===== config.mk =====
export PLATFORM = sky130hd
export DESIGN_NAME = alu_cmd_sequencer
export DESIGN_NICKNAME = d
export VERILOG_FILES = /design/src/rtl/alu_pkg.sv /design/src/rtl/alu_watchdog.sv /design/src/rtl/alu_cmd_sequencer.sv
export SDC_FILE = /design/constraint.sdc
export NUM_CORES = 1
export LEC_CHECK = 0
export BUFFER_PORTS_ARGS = -buffer_cell sky130_fd_sc_hd__buf_4
export CORE_AREA = 4 4 112 114
export DETAILED_ROUTE_END_ITERATION = 8
export DIE_AREA = 0 0 116 118
export GPL_ROUTABILITY_DRIVEN = 0
export PLACE_DENSITY = 0.74
export SYNTH_ARGS = -nofsm -noshare
export SYNTH_HDL_FRONTEND = slang
export SYNTH_SLANG_ARGS = --single-unit

===== constraint.sdc =====
create_clock -name clk -period 1.5 [get_ports clk]
set_clock_uncertainty 0.2 [all_clocks]
set_input_delay 0.15 -clock clk [delete_from_list [all_inputs] [get_ports clk]]
set_output_delay 0.15 -clock clk [all_outputs]
set_load 0.03 [all_outputs]

===== src/rtl/alu_pkg.sv =====
`default_nettype none
// ============================================================================
// Module      : alu_pkg
// Description : Shared op-select encodings, sequencer state type and default
//               datapath width for the alu32 command sequencer.
// Revision    : 1.0 - initial release
// ============================================================================
package alu_pkg;

  localparam int DEFAULT_WIDTH = 32;

  // alu32 op-select encodings
  localparam logic [2:0] ALU_AND = 3'b000;
  localparam logic [2:0] ALU_OR  = 3'b001;
  localparam logic [2:0] ALU_XOR = 3'b010;
  localparam logic [2:0] ALU_ADD = 3'b011;
  localparam logic [2:0] ALU_SUB = 3'b100;
  localparam logic [2:0] ALU_SLL = 3'b101;
  localparam logic [2:0] ALU_SRL = 3'b110;
  localparam logic [2:0] ALU_SLT = 3'b111;

  typedef enum logic [1:0] {
    ST_IDLE  = 2'd0,
    ST_ISSUE = 2'd1,
    ST_WAIT  = 2'd2,
    ST_RESP  = 2'd3
  } seq_state_t;

endpackage
`default_nettype wire


===== src/rtl/alu_watchdog.sv =====
`default_nettype none
// ============================================================================
// Module      : alu_watchdog
// Description : Clearable up-counter with a terminal-count flag that fires
//               when the count reaches TIMEOUT-1.
// Revision    : 1.0 - initial release
// ============================================================================
module alu_watchdog #(
  parameter int TIMEOUT = 64
) (
  input  logic clk,
  input  logic reset,
  input  logic clear,
  input  logic enable,
  output logic terminal
);

  localparam int CW = $clog2(TIMEOUT);

  logic [CW-1:0] r_count;

  // Count enabled wait cycles; clear takes priority over counting.
  always_ff @(posedge clk) begin
    if (reset || clear) begin
      r_count <= '0;
    end else if (enable) begin
      r_count <= r_count + CW'(1);
    end
  end

  assign terminal = (r_count == CW'(TIMEOUT - 1));

endmodule
`default_nettype wire


===== src/rtl/alu_cmd_sequencer.sv =====
`default_nettype none
// ============================================================================
// Module      : alu_cmd_sequencer
// Description : Initiator side of the alu32 start/done handshake. Takes one
//               command at a time, pulses start, waits for done (or watchdog
//               timeout) and returns the result on a valid/ready port.
// Revision    : 1.0 - initial release
// ============================================================================
module alu_cmd_sequencer
  import alu_pkg::*;
#(
  parameter int WIDTH   = DEFAULT_WIDTH,
  parameter int TIMEOUT = 64,
  parameter int CNT_W   = 16
) (
  input  logic             clk,
  input  logic             reset,
  input  logic             cmd_valid,
  output logic             cmd_ready,
  input  logic [WIDTH-1:0] cmd_a,
  input  logic [WIDTH-1:0] cmd_b,
  input  logic [2:0]       cmd_sel,
  output logic             alu_start,
  output logic [WIDTH-1:0] alu_in1,
  output logic [WIDTH-1:0] alu_in2,
  output logic [2:0]       alu_sel,
  input  logic [WIDTH-1:0] alu_result,
  input  logic             alu_done,
  output logic             rsp_valid,
  input  logic             rsp_ready,
  output logic [WIDTH-1:0] rsp_result,
  output logic             rsp_err,
  output logic [CNT_W-1:0] op_count
);

  seq_state_t       r_state;
  seq_state_t       w_next;
  logic             r_cmd_ready;
  logic             r_alu_start;
  logic [WIDTH-1:0] r_alu_in1;
  logic [WIDTH-1:0] r_alu_in2;
  logic [2:0]       r_alu_sel;
  logic             r_rsp_valid;
  logic [WIDTH-1:0] r_rsp_result;
  logic             r_rsp_err;
  logic [CNT_W-1:0] r_op_count;
  logic             w_wd_term;
  logic             w_wd_clear;
  logic             w_wd_enable;

  // Watchdog restarts on the start cycle and only runs while waiting for done.
  assign w_wd_clear  = (r_state == ST_ISSUE);
  assign w_wd_enable = (r_state == ST_WAIT) && !alu_done && !w_wd_term;

  alu_watchdog #(
    .TIMEOUT (TIMEOUT)
  ) u_watchdog (
    .clk      (clk),
    .reset    (reset),
    .clear    (w_wd_clear),
    .enable   (w_wd_enable),
    .terminal (w_wd_term)
  );

  // Next-state decode; done beats a coincident watchdog expiry.
  always_comb begin
    w_next = r_state;
    case (r_state)
      ST_IDLE:  if (cmd_valid) w_next = ST_ISSUE;
      ST_ISSUE: w_next = ST_WAIT;
      ST_WAIT:  if (alu_done || w_wd_term) w_next = ST_RESP;
      ST_RESP:  if (rsp_ready) w_next = ST_IDLE;
      default:  w_next = ST_IDLE;
    endcase
  end

  // State register plus registered outputs decoded from the next state.
  always_ff @(posedge clk) begin
    if (reset) begin
      r_state      <= ST_IDLE;
      r_cmd_ready  <= 1'b1;
      r_alu_start  <= 1'b0;
      r_alu_in1    <= '0;
      r_alu_in2    <= '0;
      r_alu_sel    <= '0;
      r_rsp_valid  <= 1'b0;
      r_rsp_result <= '0;
      r_rsp_err    <= 1'b0;
      r_op_count   <= '0;
    end else begin
      r_state     <= w_next;
      r_cmd_ready <= (w_next == ST_IDLE);
      r_alu_start <= (w_next == ST_ISSUE);
      r_rsp_valid <= (w_next == ST_RESP);
      if (r_state == ST_IDLE && cmd_valid) begin
        r_alu_in1 <= cmd_a;
        r_alu_in2 <= cmd_b;
        r_alu_sel <= cmd_sel;
      end
      if (r_state == ST_WAIT) begin
        if (alu_done) begin
          r_rsp_result <= alu_result;
          r_rsp_err    <= 1'b0;
          r_op_count   <= r_op_count + CNT_W'(1);
        end else if (w_wd_term) begin
          r_rsp_result <= '0;
          r_rsp_err    <= 1'b1;
        end
      end
    end
  end

  assign cmd_ready  = r_cmd_ready;
  assign alu_start  = r_alu_start;
  assign alu_in1    = r_alu_in1;
  assign alu_in2    = r_alu_in2;
  assign alu_sel    = r_alu_sel;
  assign rsp_valid  = r_rsp_valid;
  assign rsp_result = r_rsp_result;
  assign rsp_err    = r_rsp_err;
  assign op_count   = r_op_count;

endmodule
`default_nettype wire


======== Yosys cells after proc, flatten, opt, wreduce, memory -nomap -nowiden ========
Cells that the tools add are included.
storage, ports and cells
  input port bits ......................... 104
  word-level logic and storage cells ...... 39
  flip-flop bits (word level) ............. 127
operators by class
  multiplexer cells ....................... 8
  add/sub/neg operators ................... 2
  eq/ne operators ......................... 6
  reduce and logical (&&, ||, !) cells .... 12
operator list
  kind                   number
  $mux 32                2
  $add 16x1->16 const B  1
  $pmux 2 s4             1
  $add 6x1->6 const B    1
  $eq 2x2->1 const B     3
  $eq 6x6->1 const B     1
  $mux 2                 3
  $eq 2x1->1 const B     2
  $logic_not 2->1        2
  $reduce_and 2->1       2
  $logic_and 1x1->1      3
  $logic_not 1->1        2
  $logic_or 1x1->1       2
  $mux 1                 2
  $reduce_bool 2->1      1

======== Longest topological paths before layout ========
Gate-level depths: netlist of the first run.
  word-level depth ........................ 5
  depth in mapped cells ................... 8

======== Cells and area by module ========
A second synthesis of the first run with hierarchy kept.
unflattened totals
  cells, all modules ...................... 535
  area, all modules ....................... 4584.4 um^2
by module, submodules not included
  module             seq. area each (um^2)  cells each  times used  area each (um^2)
  alu_cmd_sequencer  2422.3                 506         1           4322.9
  alu_watchdog       120.1                  29          1           261.5

======== Worst setup path before layout of the first run ========
No wires, ideal clock.
  path kind ............................... reg2reg
  start point ............................. register r_op_count[6], in the netlist op_count[6]
  end point ............................... register r_op_count[14], in the netlist op_count[14]
  library setup time ...................... 123 ps
  required time ........................... 1177 ps
  clock period less this slack ............ 1905 ps
  slack ................................... -405 ps
  stages on the path, launching flop included .. 5
  arrival ................................. 1581 ps
  path buffers ............................ 0
  path through ............................ dfxtp_1 > and4_1 > nand4_2 > nor3_1 > mux2_1
on the way
  longest elaborated chain between the ends .. 1
RTL lines
  what                    RTL line                  source
  from (decl)             alu_cmd_sequencer.sv:46   logic [CNT_W-1:0] r_op_count;
  from (signal assigned)  alu_cmd_sequencer.sv:104  r_op_count <= r_op_count + CNT_W'(1);
  $add 16x1->16           alu_cmd_sequencer.sv:104
No other way between the ends.
A chain may end at the register's enable or synchronous reset.

======== Worst setup path in the final report of the first run ========
  start point ............................. register r_state[1]
  end point ............................... register r_alu_in2[0], in the netlist alu_in2[0]
on the way
  longest elaborated chain between the ends .. 2
RTL lines
  what                    RTL line                 source
  from (decl)             alu_cmd_sequencer.sv:36  seq_state_t r_state;
  from (signal assigned)  alu_cmd_sequencer.sv:91  r_state <= w_next;
  $logic_not 2->1         alu_cmd_sequencer.sv:95  if (r_state == ST_IDLE && cmd_valid) begin
  $logic_and 1x1->1       alu_cmd_sequencer.sv:95
  to (signal assigned)    alu_cmd_sequencer.sv:97  r_alu_in2 <= cmd_b;
  to (decl)               alu_cmd_sequencer.sv:41  logic [WIDTH-1:0] r_alu_in2;
No other way between the ends.

==> results of run 1 <==
## power groups by stage
stage          combinational [uW]  sequential, uW  clock [uW]
2_1_floorplan                 425            4020           0
3_3_place_gp                 1330            3690           0
3_5_place_dp                 1350            3700           0
4_1_cts                      1780            3630        4520
5_1_grt                      2080            3660        4690
6_report                     1990            3640        4480
## cells by family (layout without fill, tap and decap cells)
logic type	Yosys count	count (layout)	share of synthesized area [%]
and+or+nand+nor	202	203	19.7
DFF	127	127	55.0
AOI/OAI and AO/OA	116	117	15.7
buffers and inverters	40	426	5.01
xor gates and xnor gates	13	13	2.46
muxes	6	6	1.57
adders and majority gates	2	2	0.542
## worst paths after layout
kind	cells after the start	to	start	slack, ps
worst max-delay path	7	alu_in2[0]	r_state[1]	-140
worst min-delay path	5	u_watchdog.r_count[5]	alu_done	90
worst max register to register	7	alu_in2[0]	r_state[1]	-140
worst min register to register	2	alu_in2[22]	alu_in2[22]	260
## cell usage after synthesis, drive strengths merged, types with 2 or more instances
master	n	area share (%)
xnor2	2	0.38
nor2	24	2.0
dfxtp	127	55
clkbuf	5	0.41
inv	3	0.24
nand3	6	1.0
and4	2	0.38
buf	32	4.4
xor2	11	2.1
o21ai	3	0.32
a22o	32	6.1
and4b	2	0.43
nor2b	9	1.5
mux2	4	1.1
nand2	139	11
a21oi	73	7.9
a311oi	2	0.38
and2	3	0.41
nor3	3	0.32
nand4	7	1.1
o211ai	2	0.32
mux2i	2	0.43
ha	2	0.54
and3	3	0.51
## area by class of cell
class                      count  area, um^2  area share (%)
sequential                   127        2580            28.5
clock inverter                13         183            2.02
multi-input combinational    341        2170            23.9
clock buffer                  19         464            5.13
inverter                       3        11.3           0.124
timing repair buffer         391        3470            38.3
tap                          143         179            1.98
## layer usage
layer	part of all wire, %	track usage (%)	vias up	wire [um]
li1	-	-	2475	-
met1	36	27.7	2556	6990
met2	52	46.5	299	9960
met3	9.2	9.20	51	1770
met4	2.6	10.2	0	502
met5	0	0	-	0
## per-stage QoR
| step | total power, uW | worst slack (ps) | std cells |
|---|---|---|---|
| after global placement | 5020 | -269 | 877 |
| after floorplan | 4440 | -138 | 506 |
| after detailed placement | 5050 | -371 | 877 |
| after global routing | 10400 | -216 | 1037 |
| final | 10100 | -142 | 1037 |
| after CTS | 9920 | -117 | 1032 |
## worst max-delay path: cells and delay by family, from the launching register on
family	cells	cell delay (ps)
buffers and inverters	3	440
AOI/OAI and AO/OA	1	180
and+or+nand+nor	3	390
DFF	1	340
## state kept, by name, indices dropped and copies added, names as in the netlist
signal              cells
alu_in1                32
alu_in2                32
rsp_result             32
op_count               16
u_watchdog.r_count      6
alu_sel                 3
r_state                 2
alu_start               1
cmd_ready               1
rsp_err                 1
rsp_valid               1
## what timing repair did
action,4_1_cts,5_1_grt
resized for setup,30,52
setup buffers,15,2
setup endpoints to repair,107,115
hold buffers,102,0
endpoints found under the hold margin,103,0
pin swaps,48,14
gates cloned,6,5
==> flow_summary.toml, run 1 <==
[route]
first_iter_violations = 259
drtPass1Iterations = 5
viasPerCell = 5.19
detail_route.wl_per_cell_um = 18.5
drc_errors = 0
wl_um = 19200
routed-via-count = 5381
ant_nets = 0

[power_and_ir_drop]
p_int_uw = 7430
p_leak_uw = 0.00403
power_density_mw_per_mm2 = 1120
p_comb_share_pct = 19.6
pwr-share-seq_pct = 36.1
p_sw_share_pct = 26.5
power_frac_clock_pct = 44.3
switching_power_uw = 2680
peakVddDrop_mv = 1.00

[sta]
drv_slew = 0
max_clock_freq_mhz = 609
hold_viol = 0
rsz0062_at_grt = "yes"
tns_ps = -5290
min_period_ps = 1640
setup_viol = 111
slew_headroom_pct = 69.4
worst_pin_slew_ps = 459
layout_setup_ws_ps = -142
final.period_utilization_pct = 109
hold_slack_ps = 94.8

[critical_path]
crit_fanout = 8
startpoint_type = "flop"
end_kind = "flop"
cp_data_arrival_time_ps = 1780
required_ps = 1630
crit_chain = "buf_4, nor2_4, and2_4, buf_6, clkbuf_16, nand2_1, a21oi_1"
cpPeakStageDelay_ps = 340
cp_slowest_cell = "dfxtp_2"
worstSetupPathType = "reg2reg"

[synth]
ys.flop_type = "dfxtp_1"
yosys.cell_types.count = 44
yosysSeqAreaShare_pct = 55.0
ys_warn_count = 0
syn_nets = 612
syn_area_mm2 = 0.00462
synth_async_sr_flop_share_pct = 0
synth_cells = 506
synth_edf_count = 0
avgSynthCellArea_um2 = 9.13
ys_ff_latch = 127

[final_layout]
stdcell_area_mm2 = 0.00906
layout_common_cells = "264 x buf_4, 132 x nand2_1, 112 x dfxtp_1"
final_common_cell = "buf_4"
post-route-util_pct = 79.3
diodes = 0
drive_above_1_share_pct = 45.9
fillers = 627
nets = 987
area_growth_pct = 96.1

[global_route]
grt_max_degree = 36
grt.total_usage_pct = 26.2
antenna_found_initial = 0
overflow = 0
grt_pass1_vias = 5642
grt_first_pass_wirelength_um = 28200

[floorplanning]
dieHeight_um = 118
initial_core_util_pct = 40.5
core_mm2 = 0.0114
rows = 39
dieArea_mm2 = 0.0137
die_w_um = 116
io_pins = 223

[status]
status = "finished, violations left"
violations = "setup timing"

[job]
max_cap_violations = 0

[placement]
dpl.hpwl_um = 9730
placed_cell_area_mm2 = 0.00668
portBuffers = 222

[clock_tree]
clock_latency_ps = 420
clk_pin_slew_worst_paths_ps = 60
cts_tree = "yes"
clockBufferDepth = 2
cts_buffers = 17
cts_sinks = 127
cts_root_buffer = "clkbuf_16"
cts_htree_levels = 4

[min_path]
hp-class = "in2reg"
Power figures use the tool's default switching activity.
==> run 2, diff against run 1 <==
--- a/config.mk
+++ b/config.mk
@@ -6,9 +6,9 @@
 export NUM_CORES = 1
 export LEC_CHECK = 0
 export BUFFER_PORTS_ARGS = -buffer_cell sky130_fd_sc_hd__buf_4
-export CORE_AREA = 4 4 112 114
+export CORE_AREA = 4 4 102 124
 export DETAILED_ROUTE_END_ITERATION = 8
-export DIE_AREA = 0 0 116 118
+export DIE_AREA = 0 0 106 128
 export GPL_ROUTABILITY_DRIVEN = 0
 export PLACE_DENSITY = 0.74
 export SYNTH_ARGS = -nofsm -noshare
==> constraint.sdc (replaced) <==
create_clock -name clk -period 1.4 [get_ports clk]
set_clock_uncertainty 0.2 [all_clocks]
set_input_delay 0.14 -clock clk [delete_from_list [all_inputs] [get_ports clk]]
set_output_delay 0.14 -clock clk [all_outputs]
set_load 0.03 [all_outputs]
==> run 2 against run 1 <==
Net effect:
- the flow still finishes with violations (setup timing)
- global-route usage is 0.083 points lower
- register-to-register slack got worse by 180 ps
- critical path depth is the same
- sequential share of layout area down 2.6 points
- highest routed layer unchanged
==> flow_summary.toml, run 2 (same netlist as run 1, synthesis figures left out) <==
[status]
status = "finished, violations left"
violations = "setup timing"

[critical_path]
worstSetupPathType = "reg2reg"
critPathTopFamily = "buffers and inverters"
crit_fanout = 8
cp_slowest_cell = "dfxtp_2"
startpoint_type = "flop"
cp_data_arrival_time_ps = 1840
startpoint = "r_state[0]"
cpPeakStageDelay_ps = 330
reg2reg_slack_ps = -320
r2r.worst_path.cells = 7
end_kind = "flop"
crit_buf_inv = 3
crit_chain = "buf_6, nor2_4, and2_4, buf_8, clkbuf_16, nand2_1, a21oi_1"
required_ps = 1520
cp.depth = 7
rr_startpoint = "r_state[0]"

[clock_tree]
cts_root_buffer = "clkbuf_16"
clockBufferDepth = 2
cts_sinks = 127
cts_htree_levels = 4
clock_latency_ps = 410
clk_pin_slew_worst_paths_ps = 60
cts_tree = "yes"
cts_buffers = 17

[placement]
dp_cells = 889
dpl.hpwl_um = 9620
portBuffers = 222
dp_slack_ps = -430

[route]
wl_met2_um = 12100
wl_met3_um = 1770
drtPass1Iterations = 6
viasPerCell = 5.35
wl_met1_um = 7610
detail_route.wl_per_cell_um = 21.2
top_layer = "met4"
routed-via-count = 5715
first_iter_violations = 384
drc_errors = 0
ant_nets = 0
wl_um = 22700

[power_and_ir_drop]
p_int_uw = 8470
switching_power_uw = 3190
power_density_mw_per_mm2 = 1170
pwr-share-seq_pct = 33.8
p_comb_share_pct = 22.3
p_sw_share_pct = 27.3
power_frac_clock_pct = 44.0
p_leak_uw = 0.00452
peakVddDrop_mv = 0.880

[global_route]
grt_max_degree = 60
antenna_found_initial = 1
grt.total_usage_pct = 26.1
overflow = 0
grt_pass1_vias = 5624
grt_first_pass_wirelength_um = 28100

[sta]
rsz0062_at_grt = "yes"
max_clock_freq_mhz = 581
layout_setup_ws_ps = -320
slew_headroom_pct = 67.6
min_period_ps = 1720
tns_ps = -16240
drv_slew = 0
setup_viol = 122
hold_slack_ps = 46.8
final.period_utilization_pct = 123
hold_viol = 0
worst_pin_slew_ps = 486

[final_layout]
area_growth_pct = 116
drive_above_1_share_pct = 55.4
final_cells = 1069
final_common_cell = "buf_4"
post-route-util_pct = 87.5
fillers = 496
nets = 1004
layout_common_cells = "247 x buf_4, 107 x dfxtp_1, 103 x dlygate4sd3_1"

[min_path]
hp-class = "in2reg"
hold_start = "alu_done"
worstHoldPathCells = 4

[floorplanning]
dieArea_mm2 = 0.0136
die_w_um = 106
rows = 43
initial_core_util_pct = 40.5
core_mm2 = 0.0114
io_pins = 223
dieHeight_um = 128

[job]
max_cap_violations = 0
run 2: path summary, 6_finish.rpt:
kind / end
hold / removal: u_watchdog.r_count[2]
hold reg to reg: alu_in1[31]
setup / recovery: alu_in1[11]
setup reg to reg: alu_in1[11]
run 2: area by class of cell:
| cell class | instances | area (um^2) | area share [%] |
|---|---|---|---|
| Antenna cell | 2 | 5.00 | 0.0502 |
| Clock buffer | 20 | 489 | 4.90 |
| Clock inverter | 11 | 199 | 1.99 |
| Inverter | 3 | 11.3 | 0.113 |
| Multi-Input combinational cell | 344 | 2660 | 26.7 |
| Sequential cell | 127 | 2590 | 26.0 |
| Tap cell | 157 | 196 | 1.97 |
| Timing Repair Buffer | 405 | 3820 | 38.3 |
run 2: per-layer routing:
metal | up-vias | GRT usage, %
met3 | 103 | 6.55
met4 | 0 | 12.7
met5 | - | 0
li1 | 2524 | -
met1 | 2726 | 26.3
met2 | 362 | 49.5
run 2: repair_timing:
item                       4_1_cts  5_1_grt
resized for setup               39      197
hold buffers                   103        0
cloned                          10       14
setup endpoints to repair      125      133
buffers inserted                 3       21
pin swaps                       22      121
hold endpoints to repair       104        0
run 2: through the flow:
| step | area (um^2) | total power, uW |
|---|---|---|
| detailed placement | 6700 | 5400 |
| floorplan | 4750 | 4770 |
| global route | 9970 | 11900 |
| global placement | 6700 | 5370 |
| CTS | 8850 | 11000 |
| finish | 9970 | 11700 |
run 2: tightest hold or removal path, cell delays in order:
cell	delay [ps]
buf_4	120
nand4bb_4	170
or2_2	110
a21oi_1	60
run 2: power groups by stage:
stage	clock network (uW)	registers, uW	logic, uW
5_1_grt	5280	3950	2680
6_report	5130	3940	2600
2_1_floorplan	0	4300	469
4_1_cts	5130	3890	1950
3_5_place_dp	0	3970	1430
3_3_place_gp	0	3960	1410
==> run 3, diff against run 2 <==
--- a/config.mk
+++ b/config.mk
@@ -10,6 +10,7 @@
 export DETAILED_ROUTE_END_ITERATION = 8
 export DIE_AREA = 0 0 106 128
 export GPL_ROUTABILITY_DRIVEN = 0
+export GPL_TIMING_DRIVEN = 0
 export PLACE_DENSITY = 0.74
 export SYNTH_ARGS = -nofsm -noshare
 export SYNTH_HDL_FRONTEND = slang
==> run 3 against run 2 <==
Net effect:
- the run still ends with setup timing left
- design area shrank 0.10%
- via count fell by 1.7%
- clock power down 11%
- sequential power about the same
- worst setup slack worse by 3.3 ps
- largest power group unchanged
==> flow_summary.toml, run 3 (same netlist as run 1, synthesis figures left out) <==
[status]
status = "finished, violations left"
violations = "setup timing"

[critical_path]
cp.depth = 7
end_kind = "flop"
critPathTopFamily = "simple AND/OR/NAND/NOR gates"
worstSetupPathType = "reg2reg"
reg2reg_slack_ps = -320
required_ps = 1530
crit_buf_inv = 3
crit_fanout = 7
cpPeakStageDelay_ps = 310
r2r.worst_path.cells = 7
cp_slowest_cell = "dfxtp_2"
cp_data_arrival_time_ps = 1850
crit_chain = "buf_6, nor2_4, and2_4, buf_12, buf_8, nand2_2, a21oi_2"
startpoint_type = "flop"

[floorplanning]
die_w_um = 106
dieHeight_um = 128
initial_core_util_pct = 40.5
core_mm2 = 0.0114
dieArea_mm2 = 0.0136
io_pins = 223
rows = 43

[power_and_ir_drop]
pwr-share-seq_pct = 35.3
peakVddDrop_mv = 1.02
power_frac_clock_pct = 40.7
p_int_uw = 7760
switching_power_uw = 3430
p_comb_share_pct = 23.9
p_leak_uw = 0.00449
power_density_mw_per_mm2 = 1120
p_sw_share_pct = 30.6

[clock_tree]
cts_root_buffer = "clkbuf_16"
clockBufferDepth = 2
cts_buffers = 17
clock_latency_ps = 420
clk_pin_slew_worst_paths_ps = 60
cts_tree = "yes"
cts_htree_levels = 4
cts_sinks = 127

[final_layout]
nets = 1001
post-route-util_pct = 87.4
area_growth_pct = 116
fillers = 505
layout_common_cells = "241 x buf_4, 106 x dfxtp_1, 103 x dlygate4sd3_1"
drive_above_1_share_pct = 60.9
final_common_cell = "buf_4"
diodes = 0
multi_input_area_mm2 = 0.00291
regArea_mm2 = 0.00259

[route]
top_layer = "met4"
ant_nets = 0
wl_um = 22700
wl_met1_um = 7670
drtPass1Iterations = 5
wl_met2_um = 12000
routed-via-count = 5618
detail_route.wl_per_cell_um = 21.4
wl_met3_um = 1640
viasPerCell = 5.28
drc_errors = 0
first_iter_violations = 273

[sta]
max_clock_freq_mhz = 580
slew_headroom_pct = 44.8
setup_viol = 123
layout_setup_ws_ps = -324
rsz0062_at_grt = "yes"
worst_pin_slew_ps = 828
tns_ps = -18850
hold_viol = 0
drv_slew = 0
final.period_utilization_pct = 123
min_period_ps = 1720

[global_route]
grt.total_usage_pct = 27.8
overflow = 0
antenna_found_initial = 0
grt_pass1_vias = 5920
grt_first_pass_wirelength_um = 29600
grt_max_degree = 17

[placement]
dpl.hpwl_um = 10100
portBuffers = 222
dp_slack_ps = -322

[job]
max_cap_violations = 0

[min_path]
hp-class = "in2reg"
worstHoldPathCells = 5
run 3: cell count changes in the layout (fill, tap and decap cells not counted), sizes merged, moves of 2 or more:
cell / previous run / this run
diode: 2 / 0
a21oi: 76 / 73
bufinv: 5 / 2
clkbuf: 30 / 23
inv: 5 / 9
buf: 292 / 298
run 3: timing repair:
item / in CTS / in global routing
hold buffers: 103 / 0
pin swaps: 76 / 110
endpoints found under the hold margin: 105 / 0
gates cloned: 12 / 3
buffers inserted: 37 / 14
gates resized for setup: 150 / 223
setup endpoints to repair: 117 / 126
run 3: worst min-delay path: stages:
cell	delay [ps]
buf_4	110
inv_1	100
o2111ai_2	110
xor2_1	70
nor2_1	100
run 3: final cells by class:
| class | count | share of cell area [%] |
|---|---|---|
| plain buffers | 29 | 3.06 |
| well taps | 157 | 1.97 |
| repair buffers | 377 | 33.7 |
| inverters | 3 | 0.113 |
| flip-flops and latches | 127 | 26.0 |
| multi-input cells | 340 | 29.2 |
| clock inverters | 14 | 1.56 |
| clock buffers | 18 | 4.41 |
run 3: path summary, 6_finish.rpt:
kind / from / end
worst max register to register: r_state[1] / alu_in2[10]
worst min-delay path: alu_done / u_watchdog.r_count[3]
worst max-delay path: r_state[1] / alu_in2[10]
worst min register to register: alu_in1[23] / alu_in1[23]
run 3: per-stage QoR:
step	hold WS (ps)	instance area, um^2	cells	power, uW
final	46.3	9960	1065	11200
after floorplan	41.2	4750	506	4770
after global placement	152	6620	885	5400
after CTS	37.1	9210	1066	10600
after global routing	77.0	9960	1065	11500
after detailed placement	155	6620	885	5430
run 3: routing by layer:
layer | up-vias | track usage [%]
met2 | 336 | 53.3
li1 | 2498 | -
met5 | - | 0
met4 | 0 | 14.8
met1 | 2668 | 27.1
met3 | 116 | 7.15
run 3: power by group through the flow:
stage	registers (uW)	logic (uW)	clock network, uW
floorplan	4300	469	0
global placement	3960	1440	0
detailed placement	3970	1470	0
CTS	3900	2220	4490
global route	3960	2770	4730
finish	3950	2680	4560
